--- src/rtl/visualitzador_8_bits_pkg.sv ---
// visualitzador_8_bits_pkg: shared FSM states, 7-segment/anode codes and BCD adjust helper
package visualitzador_8_bits_pkg;
  typedef enum logic [1:0] {IDLE, SHIFT, DONE} state_t;
  localparam logic [6:0] SEG_BLANK = 7'b1111111;
  localparam logic [9:0][6:0] SEG_DIGIT = {
    7'b0010000, 7'b0000000, 7'b1111000, 7'b0000010, 7'b0010010,
    7'b0011001, 7'b0110000, 7'b0100100, 7'b1111001, 7'b1000000
  };
  localparam logic [2:0][2:0] AN_SEL = {3'b011, 3'b101, 3'b110};
  function automatic logic [3:0] add3(input logic [3:0] d);
    return d >= 4'd5 ? d + 4'd3 : d;
  endfunction
endpackage

--- src/rtl/visualitzador_8_bits_bcd_a_7seg.sv ---
// bcd_a_7seg: BCD digit plus blank flag to active-low 7-segment code {g,f,e,d,c,b,a}
module bcd_a_7seg
  import visualitzador_8_bits_pkg::*;
(
  input  logic [3:0] bcd,
  input  logic       blank,
  output logic [6:0] seg
);
  always_comb seg = (blank || bcd > 4'd9) ? SEG_BLANK : SEG_DIGIT[bcd];
endmodule

--- src/rtl/visualitzador_8_bits.sv ---
// visualitzador_8_bits: serial double-dabble of valor into 3 BCD digits, multiplexed onto an/seg with busy flag
module visualitzador_8_bits
  import visualitzador_8_bits_pkg::*;
#(
  parameter int DIV   = 1000,
  parameter bit BLANK = 1'b1
) (
  input  logic       clk,
  input  logic       rst,
  input  logic [7:0] valor,
  output logic [6:0] seg,
  output logic [2:0] an,
  output logic       busy
);
  localparam int PW = DIV > 1 ? $clog2(DIV) : 1;
  state_t state;
  logic [7:0] last_valor, cap, sh;
  logic [11:0] scr;
  logic [2:0] cnt;
  logic [3:0] d_h, d_t, d_u, dig;
  logic [PW-1:0] presc;
  logic [1:0] idx;
  logic blank_sel;
  logic [6:0] seg_c;
  always_ff @(posedge clk or negedge rst)
    if (!rst) begin
      state <= IDLE;
      last_valor <= '0;
      cap <= '0;
      sh <= '0;
      scr <= '0;
      cnt <= '0;
      d_h <= '0;
      d_t <= '0;
      d_u <= '0;
    end else begin
      case (state)
        IDLE: if (valor != last_valor) begin
          cap <= valor;
          sh <= valor;
          scr <= '0;
          cnt <= '0;
          state <= SHIFT;
        end
        SHIFT: begin
          {scr, sh} <= {add3(scr[11:8]), add3(scr[7:4]), add3(scr[3:0]), sh} << 1;
          cnt <= cnt + 3'd1;
          if (cnt == 3'd7) state <= DONE;
        end
        DONE: begin
          {d_h, d_t, d_u} <= scr;
          last_valor <= cap;
          state <= IDLE;
        end
        default: state <= IDLE;
      endcase
    end
  always_comb begin
    busy = state != IDLE;
    dig = idx == 2'd0 ? d_u : idx == 2'd1 ? d_t : d_h;
    blank_sel = BLANK && (idx == 2'd2 ? d_h == 4'd0 : idx == 2'd1 ? (d_h == 4'd0 && d_t == 4'd0) : 1'b0);
  end
  bcd_a_7seg u_seg (.bcd(dig), .blank(blank_sel), .seg(seg_c));
  always_ff @(posedge clk or negedge rst)
    if (!rst) begin
      presc <= '0;
      idx <= '0;
      seg <= SEG_DIGIT[0];
      an <= AN_SEL[0];
    end else begin
      presc <= presc == PW'(DIV - 1) ? '0 : presc + 1'b1;
      if (presc == PW'(DIV - 1)) idx <= idx == 2'd2 ? 2'd0 : idx + 2'd1;
      seg <= seg_c;
      an <= AN_SEL[idx];
    end
endmodule

--- config.mk ---
export PLATFORM = sky130hd
export DESIGN_NAME = visualitzador_8_bits
export DESIGN_NICKNAME = d
export VERILOG_FILES = /design/src/rtl/visualitzador_8_bits_pkg.sv /design/src/rtl/visualitzador_8_bits_bcd_a_7seg.sv /design/src/rtl/visualitzador_8_bits.sv
export SDC_FILE = /design/constraint.sdc
export NUM_CORES = 1
export LEC_CHECK = 0
export BUFFER_PORTS_ARGS = -buffer_cell sky130_fd_sc_hd__buf_2
export CAP_MARGIN = 25
export CORE_UTILIZATION = 45
export DETAILED_ROUTE_END_ITERATION = 12
export PLACE_DENSITY = 0.7
export SYNTH_ARGS = -nofsm -noshare
export SYNTH_HDL_FRONTEND = slang
export SYNTH_SLANG_ARGS = --single-unit
--- constraint.sdc ---
create_clock -name clk -period 2.3 [get_ports clk]
set_input_delay 0.345 -clock clk [delete_from_list [all_inputs] [get_ports clk]]
set_output_delay 0.345 -clock clk [all_outputs]
set_load 0.1 [all_outputs]
# After elaboration in Yosys (flattened, before gate mapping)
# Memories as Yosys holds them, arrays and structs flattened.
# Cells that the tools add are included.
# op_classes
add_sub_neg	6
reduce_logical	11
n_eq_ne	9
muxes	22
order_cmp	6
# op_table
cell	n
$pmux 12 s2	1
$mux 4	4
$pmux 8 s2	1
$mux 7	2
$ge 4x3->1 const B	3
$mux 12	1
$add 10x1->10 const B	1
$eq 10x10->1 const B	1
$mux 10	1
$mux 3	3
$add 4x2->4 const B	2
$logic_not 4->1	2
$mux 8	1
$ne 8x8->1	1
$bmux 3 s2	1
$mux 2	3
$pmux 3 s2	1
$reduce_and 2->1	3
$lt 4x5->1 const B	1
$eq 2x1->1 const B	2
$eq 2x2->1 const B	2
$gt 4x4->1 const B	1
$logic_not 2->1	2
$ne 2x2->1 const B	2
10 further kinds	12
# word_totals
regBits	75
memories	1
romBits	112
output_inout_bits	11
word_cells	68
# mem_list
memory	depth	word_bits	rd	rd_clocked_by_memory_dff	write_ports	line_no	text
(name not given)	16	7	1	0	0	visualitzador_8_bits_bcd_a_7seg.sv:9	always_comb seg = (blank || bcd > 4'd9) ? SEG_BLANK : SEG_DIGIT[bcd];

# Longest topological paths before layout
# Gate-level depths: netlist of run 1.
# logic_depth
word_depth	6
depth_mapped	10
depth_no_buf	9

# Modules after synthesis
# Synthesis of run 1 repeated with hierarchy kept, for this count alone.
# hier_totals
cells_unflattened	300
hier_area_um2	3562.2
# by_module_without_submodules
module	cells_each	instances	area_each_um2	seq_area_each_um2
visualitzador_8_bits	271	1	3352.0	1880.6
bcd_a_7seg	29	1	210.2	0.0

# Worst setup path before layout of run 1
# No wires, ideal clock.
# synth_path
path_type	reg-to-reg
startpoint	register idx[1]
endpoint	register seg[4]
slack_ps	212
path_stages_with_launch	11
n_path_buf	1
arrival_time_ps	1932
path_cell_list	dfrtp_1 > inv_1 > ha_1 > buf_2 > mux2i_1 > o21ai_0 > inv_1 > ha_1 > o221ai_1 > a2bb2oi_1 > o311ai_0
# synth_between
elab_chain_len	6
elab_cells_between_ends	12
classes_between	order compare (1); eq/ne (2); mux (6); reduce/logical (2); memory (1)
# synth_rtl
element	line_no	text
start, declared	visualitzador_8_bits.sv:22	logic [1:0] idx;
start signal, assigned	visualitzador_8_bits.sv:72	if (presc == PW'(DIV - 1)) idx <= idx == 2'd2 ? 2'd0 : idx + 2'd1;
$eq 2x1->1	visualitzador_8_bits.sv:60, visualitzador_8_bits.sv:61	
$mux 4 (2 in a row)	visualitzador_8_bits.sv:60	dig = idx == 2'd0 ? d_u : idx == 2'd1 ? d_t : d_h;
$mem_v2 16x7 or $gt 4x4->1 (tied branches)	--	
$mux 7 (implied by the code) or $logic_or 1x1->1 (tied branches)	visualitzador_8_bits_bcd_a_7seg.sv:9	
$mux 7 (*)	visualitzador_8_bits_bcd_a_7seg.sv:9	
net seg_c[4]	visualitzador_8_bits.sv:24	logic [6:0] seg_c;
end signal, assigned	visualitzador_8_bits.sv:68	seg <= SEG_DIGIT[0];
end signal, assigned	visualitzador_8_bits.sv:73	seg <= seg_c;
end, declared	visualitzador_8_bits.sv:11	output logic [6:0] seg,
# The timed path passes the listed nets; every way through them passes the cells marked *. The select of a mux whose other input is x is not followed.
# A chain may end at the register's enable or synchronous reset.

# Worst setup path in the final report of run 1
# Ends and elaborated chain as after synthesis.

==> results of run 1 <==
==> flip-flops by register name, indices dropped and copies added, names as in the netlist, 7 cells and up <==
name,flops
seg,7
cap,8
presc,10
sh,8
last_valor,8
scr,12
==> cells by family after synthesis <==
logic type      share of synthesized area [%]
flops                                    53.0
buf+inv                                  3.31
mux                                      12.4
fa+ha+maj                                5.99
simple gates                             9.87
compound gates                           10.5
xor+xnor                                 4.94
==> per-layer routing <==
metal | share of wire [%] | GRT usage [%]
met1 | 48 | 20.9
met2 | 48 | 26.5
met3 | 3.4 | 5.13
met4 | 1.3 | 5.42
met5 | 0 | 0
==> worst max-delay path, stage by stage, from the launching register on <==
cell and delay (ns):
dfrtp_1 0.40, inv_1 0.10, ha_2 0.21, mux2i_1 0.22
o21ai_0 0.12, inv_1 0.11, ha_1 0.20, o221ai_1 0.14
a2bb2oi_2 0.26, o311ai_0 0.17
==> stage by stage <==
step           hold slack, ns  power [mW]  cell area, µm²  instances
2_1_floorplan          0.0494        3.87            3550        301
5_1_grt                0.0501        5.62            4000        437
3_3_place_gp            0.405        4.24            3800        421
6_report               0.0124        5.24            4000        437
3_5_place_dp            0.407        4.31            3800        421
4_1_cts                0.0351        5.29            3990        437
==> final timing paths <==
path	to	slack, ns	cells after the start
min in group clk	sh[0]	0.27	2
min	seg[5]	0.01	2
max reg2reg	seg[4]	0.22	9
min reg2reg	an[2]	0.46	1
max	seg[4]	0.22	9
max in group asynchronous	an[2]	1.94	2
==> cell usage in the layout, fill, tap and decap left out, drive strengths merged, types with 3 or more instances in the layout <==
master   n
and2    12
a31oi    3
xnor2   15
nand2   24
clkbuf  11
a221o    7
dfrtp   72
o22ai    4
nor2     9
nor2b    3
ha      17
o31ai    3
a21oi    6
mux2    32
xor2     5
mux2i    8
clkinv   4
nor4b    3
buf     30
o21ai   19
nand2b   4
inv     15
nand4    4
dfstp    3
==> what timing repair did <==
item	CTS	global route
resized for setup	0	3
hold endpoints to repair	0	0
setup endpoints to repair	0	7
==> final cells by class <==
cell class	count	area, µm²	share of cell area (%)
sequential	75	1880	47.1
multi-input combinational	199	1560	39.0
timing repair buffer	30	188	4.70
clock buffer	11	131	3.29
tap	102	128	3.19
inverter	15	56.3	1.41
clock inverter	5	53.8	1.35
==> where the power goes <==
group / switching [mW] / internal (mW)
clock: 0.470 / 0.498
combinational: 1.32 / 0.860
sequential: 0.300 / 1.80
==> impl_summary.log, run 1 <==
INFO  metric status = completed
INFO  metric timing.rr.start = idx[1]
INFO  metric clock_sink_count = 75
INFO  metric clock_insertion_delay_worst_skew = 0.35 ns
INFO  metric criticalPathCategory = flop to flop
INFO  metric synth_area_per_cell = 11.8 µm²
INFO  metric cp.required = 2.50 ns
INFO  metric synth.cells.most_frequent = dfrtp_1 (72), mux2_2 (32), nand2_1 (24)
INFO  metric ys_top_cells_by_area = dfrtp_1 (51%), mux2_2 (10%), ha_1 (6.0%)
INFO  metric critPathMaxFanout = 7
INFO  metric synth_async_sr_flop_share = 100%
INFO  metric ys_ff_latch = 75
INFO  metric holdBufCountCts = 0
INFO  metric dieArea = 8240 µm²
INFO  metric yosysMostFrequentCell = dfrtp_1
INFO  metric fp.dieH = 90.8 µm
INFO  metric route.antenna.remaining_nets = 0
INFO  metric start_kind = flop
INFO  metric timing.critical_path.to_type = flop
INFO  metric n_antenna_cell = 0
INFO  metric floorplan.initialDensity = 46.2%
INFO  metric finish.net_count = 357
INFO  metric netlist_instances = 301
INFO  metric grt_max_degree = 76
INFO  metric mapped_cell_area = 3550 µm²
INFO  metric fillerInstances = 686
INFO  metric antenna_found_initial = 0
INFO  metric static_leakage_power = 1.78 nW
INFO  metric ios = 21
INFO  metric peakVddDrop = 682 µV
INFO  metric rsz0062_at_grt = no
INFO  metric sum_of_overflow_across_all_layers_after_global_routing = 0
INFO  metric synth-seq-area-share = 53.0%
INFO  metric core = 7690 µm²
INFO  metric post_cts.repair.setup_buffers = 0
INFO  metric drt_iter0_drc = 109
INFO  metric crit_path_start = idx[1]
INFO  metric global_route.usage.total = 16.4%
INFO  metric die_width = 90.8 µm
INFO  metric hold_viol = 0
INFO  metric drv.max_cap_violation_count = 0
INFO  metric tightestPinTransition = 0.789 ns
INFO  metric synthesis.yosys.warnings = 0
INFO  metric pwr_cell_area = 1310 nW/µm²
INFO  metric via_per_inst = 5.23
INFO  metric clk_pin_slew_worst_paths = 0.08 ns
INFO  metric clk_skew = 0.00652 ns
INFO  metric maxSlewViolCount = 0
INFO  metric clock_path_buffers = 2
INFO  metric setup_slack = 0.218 ns
INFO  metric synth.net_count = 328
INFO  metric core.rowCount = 32
INFO  metric grt_pass1_vias = 2,308
INFO  metric clockRootBuffer = clkbuf_8
INFO  metric share_of_cells_above_drive_strength_1 = 25.1%
INFO  metric post_layout_util = 52.0%
INFO  metric worstHoldPathType = input pin to async pin
INFO  metric synth_top_area_cell = dfrtp_1
INFO  metric synth_flop_cell = dfrtp_1
INFO  metric max_freq = 480 MHz
INFO  metric setup-violations-final = 0
INFO  metric cts_made_buffers = 9
INFO  metric grt_first_pass_wirelength = 10,800 µm
INFO  metric htreeDepth = 3
INFO  metric post_route_fraction_of_the_period_consumed_by_the_critical_path = 90.5%
INFO  metric wl = 5930 µm
INFO  metric totalNegativeSetupSlack = 0 ns
INFO  metric via_count = 2,287
INFO  metric dp_worst_setup_slack = 0.0515 ns
INFO  metric min_period = 2.08 ns
INFO  metric synthDominantCellAreaShare = 50.8%
INFO  metric half_perimeter_wire_length_after_placement = 4070 µm
INFO  metric netlist-cell-type-count = 43
INFO  metric synth_enable_flop_cells = 0
INFO  metric portBuffers = 20
INFO  metric drt_drc_violations_left = 0
INFO  metric arrival = 2.28 ns
INFO  metric synthToLayoutAreaGrowth = 12.6%
INFO  metric routabilityCongestion = 0.775
INFO  metric tritoncts = done
INFO  metric drt-wirelength-per-cell = 13.6 µm
INFO  metric max_slew_margin = 47.4%
INFO  metric drtPass1Iterations = 4
Note: power is estimated with default switching activity, not from simulation.
==> run 2, diff against run 1 <==
CORE_MARGIN = 1.5   (was default)
==> run 2 against run 1 <==
Net effect: clock-buffer cell count unchanged; maximum frequency shrank 0.84%; routed wire length grew 1.3%; sequential share of layout area decreased by 0.10 points; utilization increased by 0.11 points; global-route usage fell by 0.30 points; die area grew 2.2%; clock power is 2.7% higher; highest routed layer unchanged.
==> impl_summary.log, run 2 (same netlist as run 1, synthesis figures left out) <==
INFO  metric maxSlewViolCount = 0
INFO  metric max_flop_register = scr
INFO  metric floorplan.initialDensity = 46.2%
INFO  metric cts_made_buffers = 9
INFO  metric clockRootBuffer = clkbuf_8
INFO  metric drt_drc_violations_left = 0
INFO  metric wl = 6010 µm
INFO  metric dieArea = 8430 µm²
INFO  metric dp_worst_setup_slack = 0.0189 ns
INFO  metric clock_insertion_delay_worst_skew = 0.35 ns
INFO  metric critPathMaxFanout = 7
INFO  metric static_leakage_power = 1.78 nW
INFO  metric clk_pin_slew_worst_paths = 0.08 ns
INFO  metric peakVddDrop = 674 µV
INFO  metric drt_iter0_drc = 84
INFO  metric crit_path_start = idx[1]
INFO  metric largest_registers = scr (12), presc (10)
INFO  metric synthToLayoutAreaGrowth = 12.9%
INFO  metric core = 7690 µm²
INFO  metric clk_skew = 0.00974 ns
INFO  metric n_antenna_cell = 0
INFO  metric hold_ws = 0.0209 ns
INFO  metric grt_first_pass_wirelength = 10,700 µm
INFO  metric cp.required = 2.50 ns
INFO  metric tightestPinTransition = 0.826 ns
INFO  metric core.rowCount = 32
INFO  metric fp.dieH = 91.8 µm
INFO  metric drt-wirelength-per-cell = 13.7 µm
INFO  metric via_per_inst = 5.17
INFO  metric global_route.usage.total = 16.1%
INFO  metric via_count = 2,259
INFO  metric post_cts.repair.setup_buffers = 0
INFO  metric hold_viol = 0
INFO  metric pwr_cell_area = 1320 nW/µm²
INFO  metric tritoncts = done
INFO  metric switching_power = 2.10 mW
INFO  metric reg2reg_slack = 0.20 ns
INFO  metric ios = 21
INFO  metric setup_slack = 0.200 ns
INFO  metric routabilityCongestion = 0.825
INFO  metric route.antenna.remaining_nets = 0
INFO  metric finish.net_count = 357
INFO  metric largest_reg_flops = 12
INFO  metric sequentialPowerShare = 39.9%
INFO  metric combPwrFrac = 41.4%
INFO  metric portBuffers = 20
INFO  metric pwr-share-clk = 18.8%
INFO  metric grt_pass1_vias = 2,289
INFO  metric sum_of_overflow_across_all_layers_after_global_routing = 0
INFO  metric power.internal = 3.19 mW
INFO  metric rsz0062_at_grt = no
INFO  metric start_kind = flop
INFO  metric criticalPathCategory = flop to flop
INFO  metric arrival = 2.30 ns
INFO  metric fillerInstances = 694
INFO  metric drtPass1Iterations = 4
INFO  metric min_period = 2.10 ns
INFO  metric timing.rr.start = idx[1]
INFO  metric clock_path_buffers = 2
INFO  metric clock_sink_count = 75
INFO  metric htreeDepth = 3
INFO  metric totalNegativeSetupSlack = 0 ns
INFO  metric worstHoldPathType = input pin to async pin
INFO  metric layout_common_cells = dfrtp_1 (72), mux2_2 (32), nand2_1 (24)
INFO  metric layout_commonest_cell = dfrtp_1
INFO  metric post_route_fraction_of_the_period_consumed_by_the_critical_path = 91.3%
INFO  metric die_width = 91.8 µm
INFO  metric status = completed
INFO  metric drv.max_cap_violation_count = 0
INFO  metric antenna_found_initial = 0
INFO  metric setup-violations-final = 0
INFO  metric grt_max_degree = 76
INFO  metric p_sw_share = 39.7%
INFO  metric half_perimeter_wire_length_after_placement = 4110 µm
INFO  metric max_freq = 476 MHz
INFO  metric share_of_cells_above_drive_strength_1 = 25.7%
INFO  metric timing.critical_path.to_type = flop
INFO  metric max_slew_margin = 45.0%
INFO  metric holdBufCountCts = 0
## run 2: area by class of cell
class,count,area (µm²),share of cell area [%]
Inverter,15,56.3,1.41
Sequential cell,75,1880,47.0
Tap cell,102,128,3.19
Clock buffer,11,141,3.53
Timing Repair Buffer,30,188,4.69
Multi-Input combinational cell,199,1560,38.9
Clock inverter,5,52.6,1.31
## run 2: path summary, 6_finish.rpt
| check | to | cells after the start |
|---|---|---|
| max in group asynchronous | an[1] | 2 |
| min in group clk | sh[0] | 2 |
| worst min-delay path | d_u[1] | 2 |
| worst min register to register | an[2] | 1 |
| worst max-delay path | seg[4] | 8 |
| worst max register to register | seg[4] | 8 |
## run 2: metal layers
metal / part of all wire (%) / track usage (%)
met5: 0 / 0
met4: 1.5 / 6.79
met3: 3.1 / 4.89
met2: 48 / 25.4
met1: 47 / 20.6
## run 2: repair_timing
action	CTS	global route
pin swaps	0	1
endpoints found under the setup margin	1	7
resized for setup	1	3
## run 2: critical path: stages (launching register included)
cell       delay, ns
dfrtp_1         0.40
inv_1           0.10
ha_2            0.22
mux2i_1         0.08
o21ai_1         0.31
ha_1            0.27
o221ai_1        0.14
a2bb2oi_2       0.26
o311ai_0        0.16
## run 2: per-stage QoR
step | instance area, µm² | util (%) | power (mW) | instances
finish | 4010 | 52.1 | 5.29 | 437
floorplan | 3550 | - | 3.87 | 301
global route | 4010 | 52.1 | 5.69 | 437
detailed placement | 3800 | 49.5 | 4.31 | 421
CTS | 4000 | 52.0 | 5.33 | 437
global placement | 3800 | 49.5 | 4.23 | 421
## run 2: power by group through the flow
stage / Sequential, mW / Combinational [mW] / Clock [mW]
6_report: 2.11 / 2.19 / 0.994
5_1_grt: 2.17 / 2.44 / 1.07
4_1_cts: 2.11 / 2.18 / 1.03
3_5_place_dp: 2.14 / 2.18 / 0
3_3_place_gp: 2.12 / 2.12 / 0
2_1_floorplan: 2.49 / 1.39 / 0
==> run 3, diff against run 2 <==
MAX_ROUTING_LAYER = met4   (was default)
==> run 3 against run 2 <==
Net effect: critical path depth did not move; power barely moved; cell area did not move; global-route usage rose by 0.46 points; maximum frequency barely moved; first-iteration DRC count did not move; clock-buffer cell count did not move; sequential power barely moved; flip-flop and latch count did not move; register-to-register slack barely moved; largest cell class unchanged.
==> impl_summary.log, run 3 (same netlist as run 1, synthesis figures left out) <==
INFO  metric totalNegativeSetupSlack = 0 ns
INFO  metric clock_sink_count = 75
INFO  metric cp.required = 2.50 ns
INFO  metric global_route.usage.total = 16.5%
INFO  metric static_leakage_power = 1.78 nW
INFO  metric clock_path_buffers = 2
INFO  metric crit_reg_reg_endpoint = seg[4]
INFO  metric max_freq = 476 MHz
INFO  metric half_perimeter_wire_length_after_placement = 4110 µm
INFO  metric core = 7690 µm²
INFO  metric clockRootBuffer = clkbuf_8
INFO  metric setup-violations-final = 0
INFO  metric arrival = 2.30 ns
INFO  metric grt_pass1_vias = 2,282
INFO  metric post_route_fraction_of_the_period_consumed_by_the_critical_path = 91.3%
INFO  metric min_period = 2.10 ns
INFO  metric tightestPinTransition = 0.826 ns
INFO  metric critPathMaxFanout = 7
INFO  metric dieArea = 8430 µm²
INFO  metric max_slew_margin = 44.9%
INFO  metric max_flop_register = scr
INFO  metric maxSlewViolCount = 0
INFO  metric timing.critical_path.to_type = flop
INFO  metric holdBufCountCts = 0
INFO  metric clk_pin_slew_worst_paths = 0.08 ns
INFO  metric core.rowCount = 32
INFO  metric drv.max_cap_violation_count = 0
INFO  metric tritoncts = done
INFO  metric start_kind = flop
INFO  metric clock_insertion_delay_worst_skew = 0.35 ns
INFO  metric fin_cells = 437
INFO  metric via_per_inst = 5.18
INFO  metric crit_path_start = idx[1]
INFO  metric layout_commonest_cell = dfrtp_1
INFO  metric reg2reg_slack = 0.20 ns
INFO  metric ios = 21
INFO  metric hold_viol = 0
INFO  metric grt_first_pass_wirelength = 10,700 µm
INFO  metric place.detailed.instances = 421
INFO  metric reg2reg_depth = 8
INFO  metric crit_end = seg[4]
INFO  metric route.antenna.remaining_nets = 0
INFO  metric drt_iter0_drc = 84
INFO  metric status = completed
INFO  metric criticalPathCategory = flop to flop
INFO  metric largest_reg_flops = 12
INFO  metric timing.rr.start = idx[1]
INFO  metric cts_made_buffers = 9
INFO  metric htreeDepth = 3
INFO  metric drt-wirelength-per-cell = 13.8 µm
INFO  metric via_count = 2,262
INFO  metric drtPass1Iterations = 4
INFO  metric antenna_found_initial = 0
INFO  metric layout_common_cells = dfrtp_1 (72), mux2_2 (32), nand2_1 (24)
INFO  metric wl = 6010 µm
INFO  metric peakVddDrop = 674 µV
INFO  metric die_width = 91.8 µm
INFO  metric floorplan.initialDensity = 46.2%
INFO  metric fillerInstances = 694
INFO  metric drt_drc_violations_left = 0
INFO  metric share_of_cells_above_drive_strength_1 = 25.7%
INFO  metric routabilityCongestion = 0.838
INFO  metric synthToLayoutAreaGrowth = 12.9%
INFO  metric n_antenna_cell = 0
INFO  metric largest_registers = scr (12), presc (10)
INFO  metric clk_skew = 0.00976 ns
INFO  metric rsz0062_at_grt = no
INFO  metric fp.dieH = 91.8 µm
INFO  metric post_cts.repair.setup_buffers = 0
INFO  metric grt_max_degree = 76
INFO  metric sum_of_overflow_across_all_layers_after_global_routing = 0
INFO  metric pwr_cell_area = 1320 nW/µm²
INFO  metric finish.net_count = 357
INFO  metric portBuffers = 20
INFO  metric worstHoldPathType = input pin to async pin
-- run 3: cell counts in the layout (fill, tap and decap cells not counted) --
Identical to the previous run, type by type.
-- run 3: worst min path at each step --
stage          start       end  slack, ns  depth (start not counted)
2_1_floorplan    rst     an[0]       0.05                          0
3_3_place_gp     rst    seg[2]       0.40                          2
3_5_place_dp     rst    seg[4]       0.41                          2
4_1_cts          rst  presc[7]       0.02                          2
5_1_grt          rst    scr[2]       0.05                          2
6_report         rst    d_u[1]       0.02                          2
-- run 3: routing by layer --
metal  track usage, %  part of all wire (%)
met1             20.6                    47
met2             25.4                    48
met3             4.89                   3.2
met4             6.79                   1.5
met5                -                     0
-- run 3: critical path, cell delays in order, from the launching register on --
cell	delay (ns)
dfrtp_1	0.40
inv_1	0.10
ha_2	0.22
mux2i_1	0.08
o21ai_1	0.31
ha_1	0.27
o221ai_1	0.14
a2bb2oi_2	0.26
o311ai_0	0.16
-- run 3: power by group --
group	internal, mW	switching (mW)	total [mW]	leakage [nW]
logic	0.861	1.33	2.19	0.749
clock network	0.525	0.468	0.993	0.0991
registers	1.80	0.307	2.11	0.936
total	3.19	2.10	5.29	1.78
-- run 3: what timing repair did --
action,4_1_cts,5_1_grt
gates resized for setup,1,3
hold endpoints to repair,0,0
pin swaps,0,1
endpoints found under the setup margin,1,7
-- run 3: final cells by class --
| cell class | count | area (µm²) | share of cell area [%] |
|---|---|---|---|
| timing repair buffer | 30 | 188 | 4.69 |
| inverter | 15 | 56.3 | 1.41 |
| clock buffer | 11 | 141 | 3.53 |
| multi-input combinational | 199 | 1560 | 38.9 |
| tap | 102 | 128 | 3.19 |
| clock inverter | 5 | 52.6 | 1.31 |
| sequential | 75 | 1880 | 47.0 |
-- run 3: per-stage QoR --
stage | hold slack [ns] | power [mW] | instance area [µm²] | util (%) | setup WS (ns)
6_report | 0.0201 | 5.29 | 4010 | 52.1 | 0.200
3_3_place_gp | 0.404 | 4.23 | 3800 | 49.5 | 0.135
5_1_grt | 0.0465 | 5.69 | 4010 | 52.1 | 0.0158
2_1_floorplan | 0.0494 | 3.87 | 3550 | - | 0.212
4_1_cts | 0.0225 | 5.33 | 4000 | 52.0 | 0.0611
3_5_place_dp | 0.407 | 4.31 | 3800 | 49.5 | 0.0189
